==> src/rtl/series_ctrl_unit.sv <==
// Sequencer for the Taylor-series exponential datapath: INIT, then N_TERMS x (MUL, ADD), then OUT handshake.
// Optional macro SERIES_EARLY_EXIT_EN lets a zero term end the series early.
module series_ctrl_unit #(
  parameter int N_TERMS    = 8,
  parameter int CNT_W      = 3,
  parameter int MUL_CYCLES = 1
) (
  input  logic             clk,
  input  logic             rst,
  input  logic             start,
  input  logic             out_ready,
  input  logic             term_zero,
  output logic             ldX,
  output logic             ldTmp,
  output logic             selTmp,
  output logic             clrRes,
  output logic             ldRes,
  output logic [CNT_W-1:0] term_idx,
  output logic             busy,
  output logic             out_valid
);

  typedef enum logic [2:0] {
    S_IDLE,
    S_INIT,
    S_MUL,
    S_ADD,
    S_OUT
  } state_t;

  localparam logic [3:0]       WAIT_LAST = 4'(MUL_CYCLES - 1);
  localparam logic [CNT_W-1:0] IDX_LAST  = CNT_W'(N_TERMS - 1);

  state_t           state, state_nxt;
  logic [CNT_W-1:0] idx, idx_nxt;
  logic [3:0]       wait_cnt, wait_nxt;
  logic             exit_now;

`ifdef SERIES_EARLY_EXIT_EN
  assign exit_now = term_zero;
`else
  logic unused_term_zero;
  assign unused_term_zero = term_zero;
  assign exit_now = 1'b0;
`endif

  always_ff @(posedge clk) begin
    if (rst) begin
      state    <= S_IDLE;
      idx      <= '0;
      wait_cnt <= '0;
    end else begin
      state    <= state_nxt;
      idx      <= idx_nxt;
      wait_cnt <= wait_nxt;
    end
  end

  // Strobes depend only on state and wait_cnt, both registered, so the outputs stay Moore.
  always_comb begin
    state_nxt = state;
    idx_nxt   = idx;
    wait_nxt  = wait_cnt;
    ldX       = 1'b0;
    ldTmp     = 1'b0;
    selTmp    = 1'b0;
    clrRes    = 1'b0;
    ldRes     = 1'b0;
    out_valid = 1'b0;
    busy      = (state != S_IDLE);
    case (state)
      S_IDLE: begin
        if (start) state_nxt = S_INIT;
      end
      S_INIT: begin
        ldX       = 1'b1;
        clrRes    = 1'b1;
        ldTmp     = 1'b1;
        idx_nxt   = '0;
        wait_nxt  = '0;
        state_nxt = S_MUL;
      end
      S_MUL: begin
        if (wait_cnt == WAIT_LAST) begin
          ldTmp     = 1'b1;
          selTmp    = 1'b1;
          wait_nxt  = '0;
          state_nxt = S_ADD;
        end else begin
          wait_nxt = wait_cnt + 4'd1;
        end
      end
      S_ADD: begin
        ldRes = 1'b1;
        if (idx == IDX_LAST || exit_now) begin
          state_nxt = S_OUT;
        end else begin
          idx_nxt   = idx + CNT_W'(1);
          state_nxt = S_MUL;
        end
      end
      S_OUT: begin
        out_valid = 1'b1;
        if (out_ready) state_nxt = S_IDLE;
      end
      default: state_nxt = S_IDLE;
    endcase
  end

  assign term_idx = idx;

endmodule

==> config.mk <==
export PLATFORM = sky130hd
export DESIGN_NAME = series_ctrl_unit
export DESIGN_NICKNAME = d
export VERILOG_FILES = /design/src/rtl/series_ctrl_unit.sv
export SDC_FILE = /design/constraint.sdc
export NUM_CORES = 1
export LEC_CHECK = 0
export CAP_MARGIN = 10
export CORE_MARGIN = 2
export CORE_UTILIZATION = 40
export DETAILED_ROUTE_END_ITERATION = 8
export PLACE_DENSITY = 0.73
export SLEW_MARGIN = 40
export SYNTH_ARGS = -nofsm -noshare
export SYNTH_HDL_FRONTEND = slang
export SYNTH_SLANG_ARGS = --single-unit
==> constraint.sdc <==
create_clock -name clk -period 3 [get_ports clk]
set_input_delay 0.6 -clock clk [delete_from_list [all_inputs] [get_ports clk]]
set_output_delay 0.6 -clock clk [all_outputs]
set_load 0.03 [all_outputs]
==> results_dict.tcl, run 1 <==
set metrics [dict create \
    wl_um 1220 \
    critPathArrivalTime_ns 2.12 \
    p_leak_nw 0.261 \
    fillers 156 \
    relSlewSlack_pct 61.3 \
    finalPower_mw 0.295 \
    hp-class "register to register" \
    core_area_um2 1470 \
    avgSynthCellArea_um2 8.58 \
    cts-buffers-inserted 3 \
    worstReg2RegStart "state[1]" \
    ys_seq_area_share_pct 32.4 \
    die_x_um 43.3 \
    critPathMaxFanout 6 \
    die_y_um 43.3 \
    cts_tree "done" \
    maxCapViolations 0 \
    synth-async-reset-ratio_pct 0 \
    ys_ff_latch 10 \
    synthFlopType "dfxtp_1" \
    drive_gt1_share_pct 9.76 \
    power.density_nw_per_um2 386 \
    min-delay-start "term_idx[1]" \
    tns_ns 0 \
    num_antenna_cells 0 \
    num_rows 14 \
    clockRootBuffer "clkbuf_4" \
    clock_skew_ns 0.00211 \
    whs_ns 0.494 \
    cp-end-kind "output pin" \
    yosysUniqueCellTypes 30 \
    p_seq_share_pct 48.7 \
    syn_area_um2 618 \
    drtIter0Drc 8 \
    antenna_found_initial 0 \
    grt_pass1_vias 494 \
    peakVddDrop_v 0.000309 \
    cp.depth 5 \
    cts_buffer_depth 2 \
    sw_frac_of_total_pct 28.9 \
    dieArea_um2 1880 \
    yosysWarningCount 0 \
    reg2regPathDepth 3 \
    synthCells 72 \
    critical_path.startpoint "wait_cnt[0]" \
    cp_cell_sequence "inv_1 -> ha_1 -> nor3b_2 -> and4bb_2 -> clkdlybuf4s50_1" \
    cts.sinks 10 \
    internal_power_mw 0.210 \
    grt_use_total_pct 15.6 \
    post-dp-hpwl_um 818 \
    period_needed_ns 2.72 \
    reg2reg_to "wait_cnt[3]" \
    crit_type "register to output pin" \
    rsz0062_at_grt "false" \
    finalHoldViolations 0 \
    worstPathRequired_ns 2.40 \
    grt_max_degree 19 \
    slowest_delay_ns 0.68 \
    crit_buf_inv 2 \
    vias 555 \
    grt_overflow 0 \
    cp_slowest_cell "clkdlybuf4s50_1" \
    synth_edf_count 0 \
    final_nets 93 \
    htreeDepth 1 \
    drc 0 \
    p_clk_share_pct 30.3 \
    fmax_mhz 368 \
    slew_viol_final 0 \
    worst_slack_ns 0.285 \
    grt_pass1_wl_um 2160 \
    comb_power_share_pct 21.0 \
    post-route-period-util_pct 90.5 \
    utilization_pct 52.0 \
    area_growth_pct 23.7 \
    vias_per_cell 5.66 \
    cp_top_family "buffers and inverters" \
    critPathLaunchType "register" \
    gp_congestion 0.755 \
    io_buffers 13 \
    netSwitchingPower_mw 0.0855 \
    pre_cts_ws_ns 0.365 \
    clock_latency_ns 0.26 \
    wire_per_inst_um 12.4 \
    clk_pin_slew_worst_paths_ns 0.06 \
    rrSetupSlack_ns 1.39 \
    syn-num-nets 81 \
    hold-path-cell-count 2 \
    start_util_pct 42.0 \
    ant_nets 0 \
    outcome "complete, no violations" \
    setup_violations 0 \
    dr.pass1.iters 4 \
    tightest_slew_ns 0.579 \
    io_pins 15 \
    critPathCapture "selTmp" \
]
state kept, by name, summed over array words and instances, names as in the netlist:
register,flops
wait_cnt,4
state,3
term_idx,3
stage by stage:
step,std cells,area (um2)
6_report,98,764
5_1_grt,98,764
4_1_cts,98,759
3_5_place_dp,95,737
3_3_place_gp,95,737
2_1_floorplan,72,618
layout by cell type, fill, tap and decap left out, drive strengths merged:
cell type	count
a311oi	1
o21ai	5
a21oi	6
clkbuf	3
or4	1
dfxtp	10
nand3	2
and4bb	2
nor2b	1
nand2b	4
nor4	1
xnor2	1
nor2	1
o21bai	1
a31oi	2
buf	1
mux2i	1
ha	4
nor3	1
nor3b	3
nand2	5
nand4b	2
or3	2
a2111oi	1
and2	2
nand3b	3
clkdlybuf4s50	13
inv	2
and3b	1
metal layers:
layer	up-vias	track usage [%]	part of all wire [%]
met5	-	0	0
met3	2	8.09	6.9
li1	281	-	-
met1	258	20.0	49
met2	14	22.4	43
met4	0	5.45	0.82
kinds of logic after synthesis:
family          after synthesis  synth area share, %
compound gates               16                 16.0
xor+xnor                      1                 1.42
fa+ha+maj                     4                 8.10
buf+inv                       9                 7.49
flops                        10                 32.4
mux                           1                 1.62
simple gates                 31                 33.0
cell type report:
class	count	area [um2]	share of cell area (%)
Tap cell	16	20.0	2.62
Clock buffer	3	22.5	2.95
Sequential cell	10	200	26.2
Timing Repair Buffer	14	138	18.0
Inverter	2	7.51	0.982
Multi-Input combinational cell	53	377	49.3
worst reg2reg max path: stages (launching register included):
cell       delay (ns)
dfxtp_1          0.69
xnor2_1          0.15
or3_1            0.34
a2111oi_2        0.34
power groups by stage:
| stage | clock, mW | combinational [mW] | sequential (mW) |
|---|---|---|---|
| CTS | 0.0934 | 0.0623 | 0.143 |
| floorplan | 0 | 0.0482 | 0.140 |
| detailed placement | 0 | 0.0621 | 0.146 |
| global route | 0.102 | 0.0668 | 0.144 |
| global placement | 0 | 0.0618 | 0.146 |
| finish | 0.0895 | 0.0621 | 0.144 |
worst min path at each step:
| stage | endpoint |
|---|---|
| global route | term_idx[1] |
| finish | term_idx[1] |
| floorplan | wait_cnt[1] |
| CTS | term_idx[1] |
| global placement | term_idx[1] |
| detailed placement | term_idx[1] |
cell usage after synthesis, drive strengths merged (2+ instances only):
cell type	count	share of area [%]
clkbuf	2	1.2
a21oi	6	4.9
a31oi	2	2.0
and2	2	2.0
nand3b	3	3.6
nor3b	3	3.6
or3	2	2.0
buf	5	5.1
and4bb	2	4.0
nand2b	4	4.0
nand3	2	1.6
nand2	5	3.0
inv	2	1.2
o21ai	5	4.0
nand4b	2	2.8
ha	4	8.1
dfxtp	10	32
what timing repair did:
action                                  in CTS  in global routing
endpoints found under the setup margin       0                  2
hold buffers                                 0                  0
setup buffers                                0                  0
resized for setup                            0                  1
Note: power is estimated with default switching activity, not from simulation.
==> inputs of run 2 (changes only) <==
--- a/config.mk
+++ b/config.mk
@@ -8,6 +8,7 @@
 export CAP_MARGIN = 10
 export CORE_MARGIN = 2
 export CORE_UTILIZATION = 40
+export CTS_BUF_LIST = sky130_fd_sc_hd__clkbuf_4
 export DETAILED_ROUTE_END_ITERATION = 8
 export PLACE_DENSITY = 0.73
 export SLEW_MARGIN = 40
==> results of run 2 <==
Same layout as run 1: the final DEF is identical, and so are final timing and power.
